File: config.mk
export PLATFORM = sky130hd
export DESIGN_NAME = execute_sequencer_flat
export DESIGN_NICKNAME = d
export VERILOG_FILES = /design/src/rtl/exec_pkg.sv /design/src/rtl/execute_sequencer_if.sv /design/src/rtl/execute_sequencer_mul.sv /design/src/rtl/execute_sequencer.sv /design/src/flat_wrapper.sv
export SDC_FILE = /design/constraint.sdc
export NUM_CORES = 1
export LEC_CHECK = 0
export ABC_AREA = 1
export BUFFER_PORTS_ARGS = -buffer_cell sky130_fd_sc_hd__buf_2
export CAP_MARGIN = 20
export CORE_MARGIN = 2
export CORE_UTILIZATION = 40
export CTS_BUF_LIST = sky130_fd_sc_hd__clkbuf_4 sky130_fd_sc_hd__clkbuf_8 sky130_fd_sc_hd__clkbuf_16
export CTS_CLUSTER_SIZE = 40
export DETAILED_ROUTE_END_ITERATION = 8
export PLACE_DENSITY_LB_ADDON = 0.25
export SETUP_SLACK_MARGIN = 0.4
export SLEW_MARGIN = 30
export SYNTH_ARGS = -nofsm -noshare
export SYNTH_HDL_FRONTEND = slang
export SYNTH_HIERARCHICAL = 1
export SYNTH_SLANG_ARGS = --single-unit
File: constraint.sdc
create_clock -name clk -period 2.9 [get_ports clk]
set_input_delay 0.145 -clock clk [delete_from_list [all_inputs] [get_ports clk]]
set_output_delay 0.145 -clock clk [all_outputs]
set_load 0.01 [all_outputs]
File: src/rtl/exec_pkg.sv
// Shared types for the execute stage: FSM states, instruction classes and the
// flag-priority decoder used on the accept cycle.
package exec_pkg;

    typedef enum logic [1:0] {
        ST_IDLE = 2'd0,
        ST_MUL  = 2'd1,
        ST_WAIT = 2'd2
    } state_e;

    typedef enum logic [2:0] {
        CL_ADD  = 3'd0,
        CL_MUL  = 3'd1,
        CL_LOAD = 3'd2,
        CL_WAIT = 3'd3,
        CL_NOP  = 3'd4
    } class_e;

    // Decoder flags overlap; wait outranks load, load outranks add, and a bare
    // write-result flag means multiply.
    function automatic class_e decode_class(input logic f_wait, input logic f_load,
                                            input logic f_add, input logic f_wr_res);
        if (f_wait)        return CL_WAIT;
        else if (f_load)   return CL_LOAD;
        else if (f_add)    return CL_ADD;
        else if (f_wr_res) return CL_MUL;
        else               return CL_NOP;
    endfunction

endpackage

File: src/rtl/execute_sequencer_if.sv
// Decoder-to-execute issue handshake plus register-file write-back bus.
interface exec_if #(
    parameter int DATA_WIDTH     = 8,
    parameter int REG_ADDR_WIDTH = 2
);
    logic                      instr_valid;
    logic                      instr_ready;
    logic                      f_add, f_imm, f_wait, f_load, f_wr_res;
    logic [REG_ADDR_WIDTH-1:0] rd;
    logic [DATA_WIDTH-1:0]     op_a, op_b, imm, switches;
    logic                      go;
    logic                      wr_en;
    logic [REG_ADDR_WIDTH-1:0] wr_addr;
    logic [DATA_WIDTH-1:0]     wr_data;
    logic                      busy;

    modport master (
        output instr_valid, f_add, f_imm, f_wait, f_load, f_wr_res, rd,
               op_a, op_b, imm, switches, go,
        input  instr_ready, wr_en, wr_addr, wr_data, busy
    );

    modport slave (
        input  instr_valid, f_add, f_imm, f_wait, f_load, f_wr_res, rd,
               op_a, op_b, imm, switches, go,
        output instr_ready, wr_en, wr_addr, wr_data, busy
    );
endinterface

File: src/rtl/execute_sequencer_mul.sv
// Iterative shift-add multiplier: one partial product per cycle, DATA_WIDTH
// cycles, low DATA_WIDTH bits of the product.
module seq_multiplier #(
    parameter int DATA_WIDTH = 8
) (
    input  logic                  clk,
    input  logic                  rst,
    input  logic                  start,
    input  logic [DATA_WIDTH-1:0] a,
    input  logic [DATA_WIDTH-1:0] b,
    output logic                  busy,
    output logic                  done,
    output logic [DATA_WIDTH-1:0] product
);
    localparam int CW = (DATA_WIDTH > 1) ? $clog2(DATA_WIDTH) : 1;

    logic [DATA_WIDTH-1:0] mcand, mplier, acc, acc_next;
    logic [CW-1:0]         cnt;

    assign acc_next = acc + (mplier[0] ? mcand : '0);
    // The last step is presented combinationally so the result can be
    // registered on the same edge the counter expires.
    assign done     = busy && (cnt == '0);
    assign product  = acc_next;

    always_ff @(posedge clk) begin
        if (rst) begin
            busy   <= 1'b0;
            cnt    <= '0;
            acc    <= '0;
            mcand  <= '0;
            mplier <= '0;
        end else if (start) begin
            busy   <= 1'b1;
            cnt    <= CW'(DATA_WIDTH - 1);
            acc    <= '0;
            mcand  <= a;
            mplier <= b;
        end else if (busy) begin
            acc    <= acc_next;
            mcand  <= mcand << 1;
            mplier <= mplier >> 1;
            cnt    <= cnt - CW'(1);
            if (cnt == '0) busy <= 1'b0;
        end
    end
endmodule

File: src/rtl/execute_sequencer.sv
// Execute stage: accepts decoded instructions, runs add/load/mul/wait and
// drives a registered write-back port into the register file.
module execute_sequencer
    import exec_pkg::*;
#(
    parameter int DATA_WIDTH     = 8,
    parameter int REG_ADDR_WIDTH = 2
) (
    input  logic clk,
    input  logic rst,
    exec_if.slave bus
);
    state_e                    state_q, state_d;
    class_e                    cls;
    logic                      accept, instr_ready, mul_start, mul_done;
    logic [DATA_WIDTH-1:0]     b_eff, sum, product;
    logic [REG_ADDR_WIDTH-1:0] rd_q;
    logic                      wr_en_q;
    logic [REG_ADDR_WIDTH-1:0] wr_addr_q;
    logic [DATA_WIDTH-1:0]     wr_data_q;

    assign cls    = decode_class(bus.f_wait, bus.f_load, bus.f_add, bus.f_wr_res);
    assign b_eff  = bus.f_imm ? bus.imm : bus.op_b;
    assign sum    = bus.op_a + b_eff;
    assign accept = bus.instr_valid && instr_ready;

    always_ff @(posedge clk) begin
        if (rst) state_q <= ST_IDLE;
        else     state_q <= state_d;
    end

    always_comb begin
        state_d = state_q;
        case (state_q)
            ST_IDLE: if (accept) begin
                if (cls == CL_MUL)       state_d = ST_MUL;
                else if (cls == CL_WAIT) state_d = ST_WAIT;
            end
            ST_MUL:  if (mul_done) state_d = ST_IDLE;
            ST_WAIT: if (bus.go)   state_d = ST_IDLE;
            default: state_d = ST_IDLE;
        endcase
    end

    always_comb begin
        instr_ready = (state_q == ST_IDLE);
        bus.busy    = (state_q == ST_MUL) || (state_q == ST_WAIT);
        mul_start   = accept && (cls == CL_MUL);
    end

    assign bus.instr_ready = instr_ready;

    seq_multiplier #(.DATA_WIDTH(DATA_WIDTH)) u_mul (
        .clk     (clk),
        .rst     (rst),
        .start   (mul_start),
        .a       (bus.op_a),
        .b       (b_eff),
        .busy    (),
        .done    (mul_done),
        .product (product)
    );

    // Write-back register: one strobe per writing instruction, address/data
    // held between strobes.
    always_ff @(posedge clk) begin
        if (rst) begin
            rd_q      <= '0;
            wr_en_q   <= 1'b0;
            wr_addr_q <= '0;
            wr_data_q <= '0;
        end else begin
            wr_en_q <= 1'b0;
            if (mul_start) rd_q <= bus.rd;
            if (accept && bus.f_wr_res && (cls == CL_ADD || cls == CL_LOAD)) begin
                wr_en_q   <= 1'b1;
                wr_addr_q <= bus.rd;
                wr_data_q <= (cls == CL_LOAD) ? bus.switches : sum;
            end else if (mul_done && state_q == ST_MUL) begin
                wr_en_q   <= 1'b1;
                wr_addr_q <= rd_q;
                wr_data_q <= product;
            end
        end
    end

    assign bus.wr_en   = wr_en_q;
    assign bus.wr_addr = wr_addr_q;
    assign bus.wr_data = wr_data_q;
endmodule

File: src/flat_wrapper.sv
// flat-port wrapper written by rule: the top's interface ports become plain ports
module execute_sequencer_flat import exec_pkg::*;
#(
    parameter int DATA_WIDTH     = 8,
    parameter int REG_ADDR_WIDTH = 2
)
  (clk, rst, bus_instr_valid, bus_f_add, bus_f_imm, bus_f_wait, bus_f_load, bus_f_wr_res, bus_rd, bus_op_a, bus_op_b, bus_imm, bus_switches, bus_go, bus_instr_ready, bus_wr_en, bus_wr_addr, bus_wr_data, bus_busy);
  exec_if #(.DATA_WIDTH(DATA_WIDTH), .REG_ADDR_WIDTH(REG_ADDR_WIDTH)) bus_i ();
  input  logic clk;
  input  logic rst;
  input wire logic [$bits(bus_i.instr_valid)-1:0] bus_instr_valid;
  input wire logic [$bits(bus_i.f_add)-1:0] bus_f_add;
  input wire logic [$bits(bus_i.f_imm)-1:0] bus_f_imm;
  input wire logic [$bits(bus_i.f_wait)-1:0] bus_f_wait;
  input wire logic [$bits(bus_i.f_load)-1:0] bus_f_load;
  input wire logic [$bits(bus_i.f_wr_res)-1:0] bus_f_wr_res;
  input wire logic [$bits(bus_i.rd)-1:0] bus_rd;
  input wire logic [$bits(bus_i.op_a)-1:0] bus_op_a;
  input wire logic [$bits(bus_i.op_b)-1:0] bus_op_b;
  input wire logic [$bits(bus_i.imm)-1:0] bus_imm;
  input wire logic [$bits(bus_i.switches)-1:0] bus_switches;
  input wire logic [$bits(bus_i.go)-1:0] bus_go;
  output wire logic [$bits(bus_i.instr_ready)-1:0] bus_instr_ready;
  output wire logic [$bits(bus_i.wr_en)-1:0] bus_wr_en;
  output wire logic [$bits(bus_i.wr_addr)-1:0] bus_wr_addr;
  output wire logic [$bits(bus_i.wr_data)-1:0] bus_wr_data;
  output wire logic [$bits(bus_i.busy)-1:0] bus_busy;
  assign bus_i.instr_valid = bus_instr_valid;
  assign bus_i.f_add = bus_f_add;
  assign bus_i.f_imm = bus_f_imm;
  assign bus_i.f_wait = bus_f_wait;
  assign bus_i.f_load = bus_f_load;
  assign bus_i.f_wr_res = bus_f_wr_res;
  assign bus_i.rd = bus_rd;
  assign bus_i.op_a = bus_op_a;
  assign bus_i.op_b = bus_op_b;
  assign bus_i.imm = bus_imm;
  assign bus_i.switches = bus_switches;
  assign bus_i.go = bus_go;
  assign bus_instr_ready = bus_i.instr_ready;
  assign bus_wr_en = bus_i.wr_en;
  assign bus_wr_addr = bus_i.wr_addr;
  assign bus_wr_data = bus_i.wr_data;
  assign bus_busy = bus_i.busy;
  execute_sequencer #(.DATA_WIDTH(DATA_WIDTH), .REG_ADDR_WIDTH(REG_ADDR_WIDTH)) u_core (.clk(clk), .rst(rst), .bus(bus_i));
endmodule
==> results.sh, run 1 <==
export IMPL_vias=2915
export IMPL_die_width_um=92.0
export IMPL_yosysUniqueCellTypes=42
export IMPL_portBuffers=55
export IMPL_postRouteAntennaNets=0
export IMPL_reg2reg_depth=9
export IMPL_dp_cells=605
export IMPL_htreeDepth=2
export IMPL_yosysWarnings=6
export IMPL_status="complete, no violations"
export IMPL_synth_area_per_cell_um2=6.74
export IMPL_drt_iter0_markers=83
export IMPL_clockBufferDepth=2
export IMPL_core_mm2=0.00761
export IMPL_io_pins=56
export IMPL_post_route_min_period_ps=2090
export IMPL_power_uw=1270
export IMPL_fmax_ghz=0.478
export IMPL_cp_max_fo=8
export IMPL_antenna_found_initial=0
export IMPL_drive_above_1_share_pct=20.8
export IMPL_reg2reg_to="u_core/u_mul/acc[2]"
export IMPL_clk_latency_ps=300
export IMPL_place_hpwl_um=5760
export IMPL_hold_viol=0
export IMPL_synth_edf_count=0
export IMPL_worstHoldPathType="in2reg"
export IMPL_drt_wl_total_um=7200
export IMPL_crit_end="u_core/u_mul/acc[2]"
export IMPL_diodes=0
export IMPL_synth_nets=523
export IMPL_cts_resized=0
export IMPL_rsz0062_at_grt="no"
export IMPL_cts_tree="built"
export IMPL_max_vdd_ir_drop_v=0.000170
export IMPL_drtPass1Iterations=4
export IMPL_area_growth_pct=12.4
export IMPL_grt_first_pass_wirelength_um=12600
export IMPL_finalSetupTns_ps=0
export IMPL_ys_flop_type="dfxtp_1"
export IMPL_fp_row_count=32
export IMPL_place_congestion=0.873
export IMPL_synth_seq_area_share_pct=27.8
export IMPL_root_buffer="clkbuf_8"
export IMPL_drt_wirelength_per_cell_um=11.8
export IMPL_critPathRequiredTime_ps=3090
export IMPL_stdcell_count=612
export IMPL_powerDensity_mw_per_mm2=365
export IMPL_drc=0
export IMPL_r2r_start="u_core/state_q[1]"
export IMPL_vias_per_cell=4.76
export IMPL_fill_cells=822
export IMPL_netlist_top_cells_area="dfxtp_1, nand2_1, inv_1, ha_1, nand3_1"
export IMPL_cp_end_kind="flop"
export IMPL_r2r_slack_ps=810
export IMPL_synth_top_area_cell="dfxtp_1"
export IMPL_power_leakage_uw=0.00189
export IMPL_finalMaxSlewViolations=0
export IMPL_cts_buffers=5
export IMPL_initial_core_util_pct=40.7
export IMPL_async_reset_ff_share_pct=0
export IMPL_grt_start_max_net_pins=17
export IMPL_grt_pass1_vias=2777
export IMPL_overflow=0
export IMPL_hold_buffers=0
export IMPL_tightest_slew_ps=669
export IMPL_finalSetupViolations=0
export IMPL_cts_setup_buffers=0
export IMPL_synth_area_mm2=0.00310
export IMPL_clock_sinks=43
export IMPL_max_cap_viol_count=0
export IMPL_die_y_um=92.0
export IMPL_cp_start_kind="flop"
export IMPL_yosysTopAreaCellShare_pct=27.8
export IMPL_layout_worst_path_cycle_share_pct=72.2
export IMPL_nNetsFinal=574
export IMPL_clk_pin_slew_worst_paths_ps=80
export IMPL_fin_skew_ps=3.60
export IMPL_arrival_ps=2290
export IMPL_startpoint="u_core/state_q[1]"
export IMPL_seq_area_um2=861
export IMPL_synthCells=459
export IMPL_synth_seq_cells=43
export IMPL_worstSetupPathType="reg2reg"
export IMPL_track_usage_pct=18.5
export IMPL_die_area_mm2=0.00846
export IMPL_multi_input_area_mm2=0.00180
export IMPL_relSlewSlack_pct=55.4
==> sequential cells by signal, indices dropped and copies added, names as in the netlist <==
| name | count |
|---|---|
| u_core/u_mul/acc | 8 |
| u_core/bus.wr_en | 1 |
| u_core/u_mul/busy | 1 |
| u_core/state_q | 2 |
| u_core/bus.wr_data | 8 |
| u_core/rd_q | 2 |
| u_core/u_mul/cnt | 3 |
| u_core/u_mul/mplier | 8 |
| u_core/bus.wr_addr | 2 |
| u_core/u_mul/mcand | 8 |
==> worst min path at each step <==
stage           startpoint                    end  cells past startpoint
6_report         bus_rd[0]         u_core/rd_q[0]                      3
5_1_grt        bus_op_a[0]  u_core/u_mul/mcand[0]                      3
4_1_cts          bus_rd[0]         u_core/rd_q[0]                      3
3_5_place_dp     bus_rd[0]         u_core/rd_q[0]                      3
3_3_place_gp     bus_rd[1]         u_core/rd_q[1]                      3
2_1_floorplan          rst      u_core/state_q[0]                      1
==> stage by stage <==
step | hold slack [ps] | instance area (µm²) | worst slack (ps) | util, %
2_1_floorplan | 214 | 3100 | 1010 | -
3_3_place_gp | 392 | 3390 | 869 | 44.6
3_5_place_dp | 400 | 3390 | 836 | 44.6
4_1_cts | 84.4 | 3480 | 819 | 45.7
5_1_grt | 126 | 3480 | 620 | 45.7
6_report | 95.9 | 3480 | 808 | 45.7
==> cell usage after synthesis (5+ instances only) <==
master    number
nand2_2        5
a21oi_1       19
o211ai_2       6
nand3_1       31
o21ai_1        8
inv_1         72
inv_2          7
or2_1          6
ha_1          19
nand2_1      145
o21ai_2        5
dfxtp_1       43
nor2_1        28
o21ai_0       13
==> cell families after synthesis <==
| kind of cell | after synthesis | share of synthesized area [%] |
|---|---|---|
| compound gates | 67 | 15.1 |
| xor+xnor | 4 | 1.13 |
| fa+ha+maj | 21 | 8.97 |
| buf+inv | 94 | 14.1 |
| flops | 43 | 27.8 |
| simple gates | 230 | 32.9 |
==> cell usage in the layout, fill, tap and decap left out, types with 3 or more instances in the layout <==
cell,Yosys,layout
a21oi_1,19,19
a31oi_1,4,4
buf_2,3,55
clkbuf_8,0,6
dfxtp_1,43,43
ha_1,19,19
inv_1,72,72
inv_2,7,7
nand2_1,145,145
nand2_2,5,5
nand2_4,3,3
nand3_1,31,31
nand3b_1,4,4
nor2_1,28,27
nor2_2,3,4
o211ai_2,6,6
o21ai_0,13,13
o21ai_1,8,8
o21ai_2,5,5
or2_1,6,6
==> report_power, final <==
group / internal (µW) / switching, µW
registers: 605 / 8.64
logic: 102 / 163
clock network: 187 / 204
==> final cells by class <==
cell class | instances | share of cell area, %
clock inverter | 1 | 0.144
timing repair buffer | 57 | 8.35
sequential | 43 | 24.7
tap | 102 | 3.67
clock buffer | 6 | 2.37
inverter | 81 | 8.96
multi-input combinational | 322 | 51.8
==> worst max-delay path: stages (launching register included) <==
cell     delay [ps]
dfxtp_1         320
inv_1           100
ha_1            260
nand2_2          90
nor2_2          510
inv_1           170
nand2_1         320
nor2_1           60
o21ai_0         100
inv_1            60
==> routing by layer <==
metal	track usage, %	up-vias	routed length, µm
met5	0	-	0
met2	30.7	66	3250
met4	6.72	0	147
li1	-	1537	-
met3	3.29	9	357
met1	24.0	1303	3450
(Power assumes the default switching activity.)
==> inputs of run 2 (changes only) <==
--- a/config.mk
+++ b/config.mk
@@ -5,7 +5,7 @@
 export SDC_FILE = /design/constraint.sdc
 export NUM_CORES = 1
 export LEC_CHECK = 0
-export ABC_AREA = 1
+export ABC_AREA = 0
 export BUFFER_PORTS_ARGS = -buffer_cell sky130_fd_sc_hd__buf_2
 export CAP_MARGIN = 20
 export CORE_MARGIN = 2
==> constraint.sdc (replaced) <==
create_clock -name clk -period 2 [get_ports clk]
set_input_delay 0.1 -clock clk [delete_from_list [all_inputs] [get_ports clk]]
set_output_delay 0.1 -clock clk [all_outputs]
set_load 0.01 [all_outputs]
==> results.sh, run 2 <==
export IMPL_min_delay_start="bus_rd[0]"
export IMPL_yosysMostFrequentCell="nor2_1"
export IMPL_drtPass1Iterations=5
export IMPL_diodes=0
export IMPL_vias=2689
export IMPL_r2r_start="u_core/u_mul/mplier[0]"
export IMPL_die_y_um=87.6
export IMPL_synthCells=341
export IMPL_portBuffers=55
export IMPL_antenna_found_initial=0
export IMPL_grt_pass1_vias=2646
export IMPL_r2r_slack_ps=-290
export IMPL_power_uw=2120
export IMPL_cp_max_fo=5
export IMPL_fin_skew_ps=9.76
export IMPL_hold_viol=0
export IMPL_yosysTopAreaCellShare_pct=30.8
export IMPL_tightest_slew_ps=453
export IMPL_status="finished with violations"
export IMPL_use_met3_pct=3.39
export IMPL_nNetsFinal=488
export IMPL_layout_commonest_cell="nor2_1"
export IMPL_worstSetupPathType="reg2reg"
export IMPL_clk_pin_slew_worst_paths_ps=90
export IMPL_whs_ps=62.6
export IMPL_synthMuxAreaShare_pct=12.1
export IMPL_grt_start_max_net_pins=39
export IMPL_relSlewSlack_pct=69.7
export IMPL_synth_area_mm2=0.00280
export IMPL_overflow=0
export IMPL_synth_seq_area_share_pct=30.8
export IMPL_critPathRequiredTime_ps=2250
export IMPL_htreeDepth=2
export IMPL_cts_buffers=5
export IMPL_drt_iter0_markers=162
export IMPL_yosys_area_share_simple_pct=19.9
export IMPL_drive_above_1_share_pct=41.6
export IMPL_worstHoldPathType="in2reg"
export IMPL_fill_cells=627
export IMPL_clockBufferDepth=2
export IMPL_synthAdderAreaFrac_pct=9.93
export IMPL_die_width_um=87.6
export IMPL_finalSetupViolations=8
export IMPL_placed_area_mm2=0.00337
export IMPL_finalSetupTns_ps=-1030
export IMPL_synth_seq_cells=43
export IMPL_finalMaxSlewViolations=0
export IMPL_busiest_layer="met2"
export IMPL_layout_worst_path_cycle_share_pct=115
export IMPL_stdcell_count=521
export IMPL_clock_sinks=43
export IMPL_cp_start_kind="flop"
export IMPL_track_usage_pct=19.9
export IMPL_ys_flop_type="dfxtp_1"
export IMPL_setup_slack_ps=-290
export IMPL_fp_row_count=30
export IMPL_met1_usage_pct=25.2
export IMPL_synth_area_per_cell_um2=8.20
export IMPL_netlist_top_cells_area="dfxtp_1, mux2i_1, ha_1, nor2_1, a21oi_1"
export IMPL_place_hpwl_um=5330
export IMPL_drt_wirelength_per_cell_um=14.8
export IMPL_cts_tree="built"
export IMPL_area_growth_pct=39.1
export IMPL_max_vdd_ir_drop_v=0.000338
export IMPL_fmax_ghz=0.437
export IMPL_postRouteAntennaNets=0
export IMPL_drc=0
export IMPL_synth_top_area_cell="dfxtp_1"
export IMPL_grt_first_pass_wirelength_um=12000
export IMPL_design_area_mm2=0.00389
export IMPL_die_area_mm2=0.00768
export IMPL_powerDensity_mw_per_mm2=544
export IMPL_initial_core_util_pct=41.2
export IMPL_yosysWarnings=6
export IMPL_async_reset_ff_share_pct=0
export IMPL_post_route_min_period_ps=2290
export IMPL_synth_top_family_by_area="simple AND/OR/NAND/NOR gates"
export IMPL_vias_per_cell=5.16
export IMPL_synth_edf_count=0
export IMPL_final_cell_mix="nor2_1, buf_2, dfxtp_1"
export IMPL_hold_buffers=0
export IMPL_synth_nets=405
export IMPL_violations="setup timing"
export IMPL_io_pins=56
export IMPL_synth_compound_area_share_pct=18.3
export IMPL_place_congestion=0.831
export IMPL_clk_latency_ps=300
export IMPL_synth_commonest_cells="nor2_1, dfxtp_1, a21oi_1"
export IMPL_core_mm2=0.00679
export IMPL_cp_end_kind="flop"
export IMPL_root_buffer="clkbuf_8"
export IMPL_max_cap_viol_count=0
export IMPL_rsz0062_at_grt="yes"
export IMPL_dp_cells=497
export IMPL_power_leakage_uw=0.00170
export IMPL_arrival_ps=2540
export IMPL_startpoint="u_core/u_mul/mplier[0]"
export IMPL_grt_use_met2_pct=33.5
export IMPL_drt_wl_total_um=7690
export IMPL_synthXorXnorAreaFrac_pct=3.76
export IMPL_yosysUniqueCellTypes=49
[run 2: cell count changes after synthesis, sizes merged, moves of 10 or more]
cell and change:
mux2i +26, nor2 +27, a21oi +11, a211oi +10, inv -64, nand3 -25
nand2 -134, clkbuf +10, o21ai -17
[run 2: final timing paths]
check	end	cells after the start
hold reg to reg	u_core/u_mul/acc[7]	2
hold / removal	u_core/rd_q[0]	3
setup / recovery	u_core/bus.wr_data[6]	12
setup reg to reg	u_core/bus.wr_data[6]	12
[run 2: repair_timing]
item                       in CTS  in global routing
pin swaps                      19                 21
resized for setup              43                 26
setup buffers                   9                  6
gates cloned                    0                  1
setup endpoints to repair      36                 38
[run 2: cell type report]
class	count	area [µm²]	share of cell area [%]
multi-input cells	264	2110	54.3
flip-flops and latches	43	870	22.3
repair buffers	93	591	15.2
well taps	96	120	3.09
clock buffers	6	76.3	1.96
inverters	17	63.8	1.64
clock inverters	2	60.1	1.54
[run 2: routing by layer]
layer / part of all wire [%] / wire length [µm]
met1: 45 / 3440
met4: 2.3 / 180
met2: 48 / 3730
met3: 4.4 / 336
met5: 0 / 0
[run 2: logic make-up after synthesis]
group,after synthesis
xor+xnor,12
flops,43
simple gates,120
mux,33
fa+ha+maj,21
compound gates,77
buf+inv,35
[run 2: power breakdown]
| part | internal [µW] | total, µW | switching [µW] |
|---|---|---|---|
| combinational | 188 | 401 | 213 |
| clock | 513 | 827 | 314 |
| sequential | 876 | 889 | 13.3 |
[run 2: metrics by stage]
stage / setup slack, ps / util, %
CTS: -237 / 55.1
finish: -290 / 57.3
floorplan: -57.9 / -
global route: -409 / 57.3
global placement: -147 / 49.6
detailed placement: -274 / 49.6
[run 2: worst max-delay path, cell delays in order (launching register included)]
cell and delay (ps):
dfxtp_4 370, and2_4 150, ha_4 130, inv_2 40, fa_2 350, nor2b_2 140, o21ai_2 70, a21oi_2 120
a211oi_1 60, xnor2_1 250, nand3_1 130, a311oi_2 260, o31a_1 170
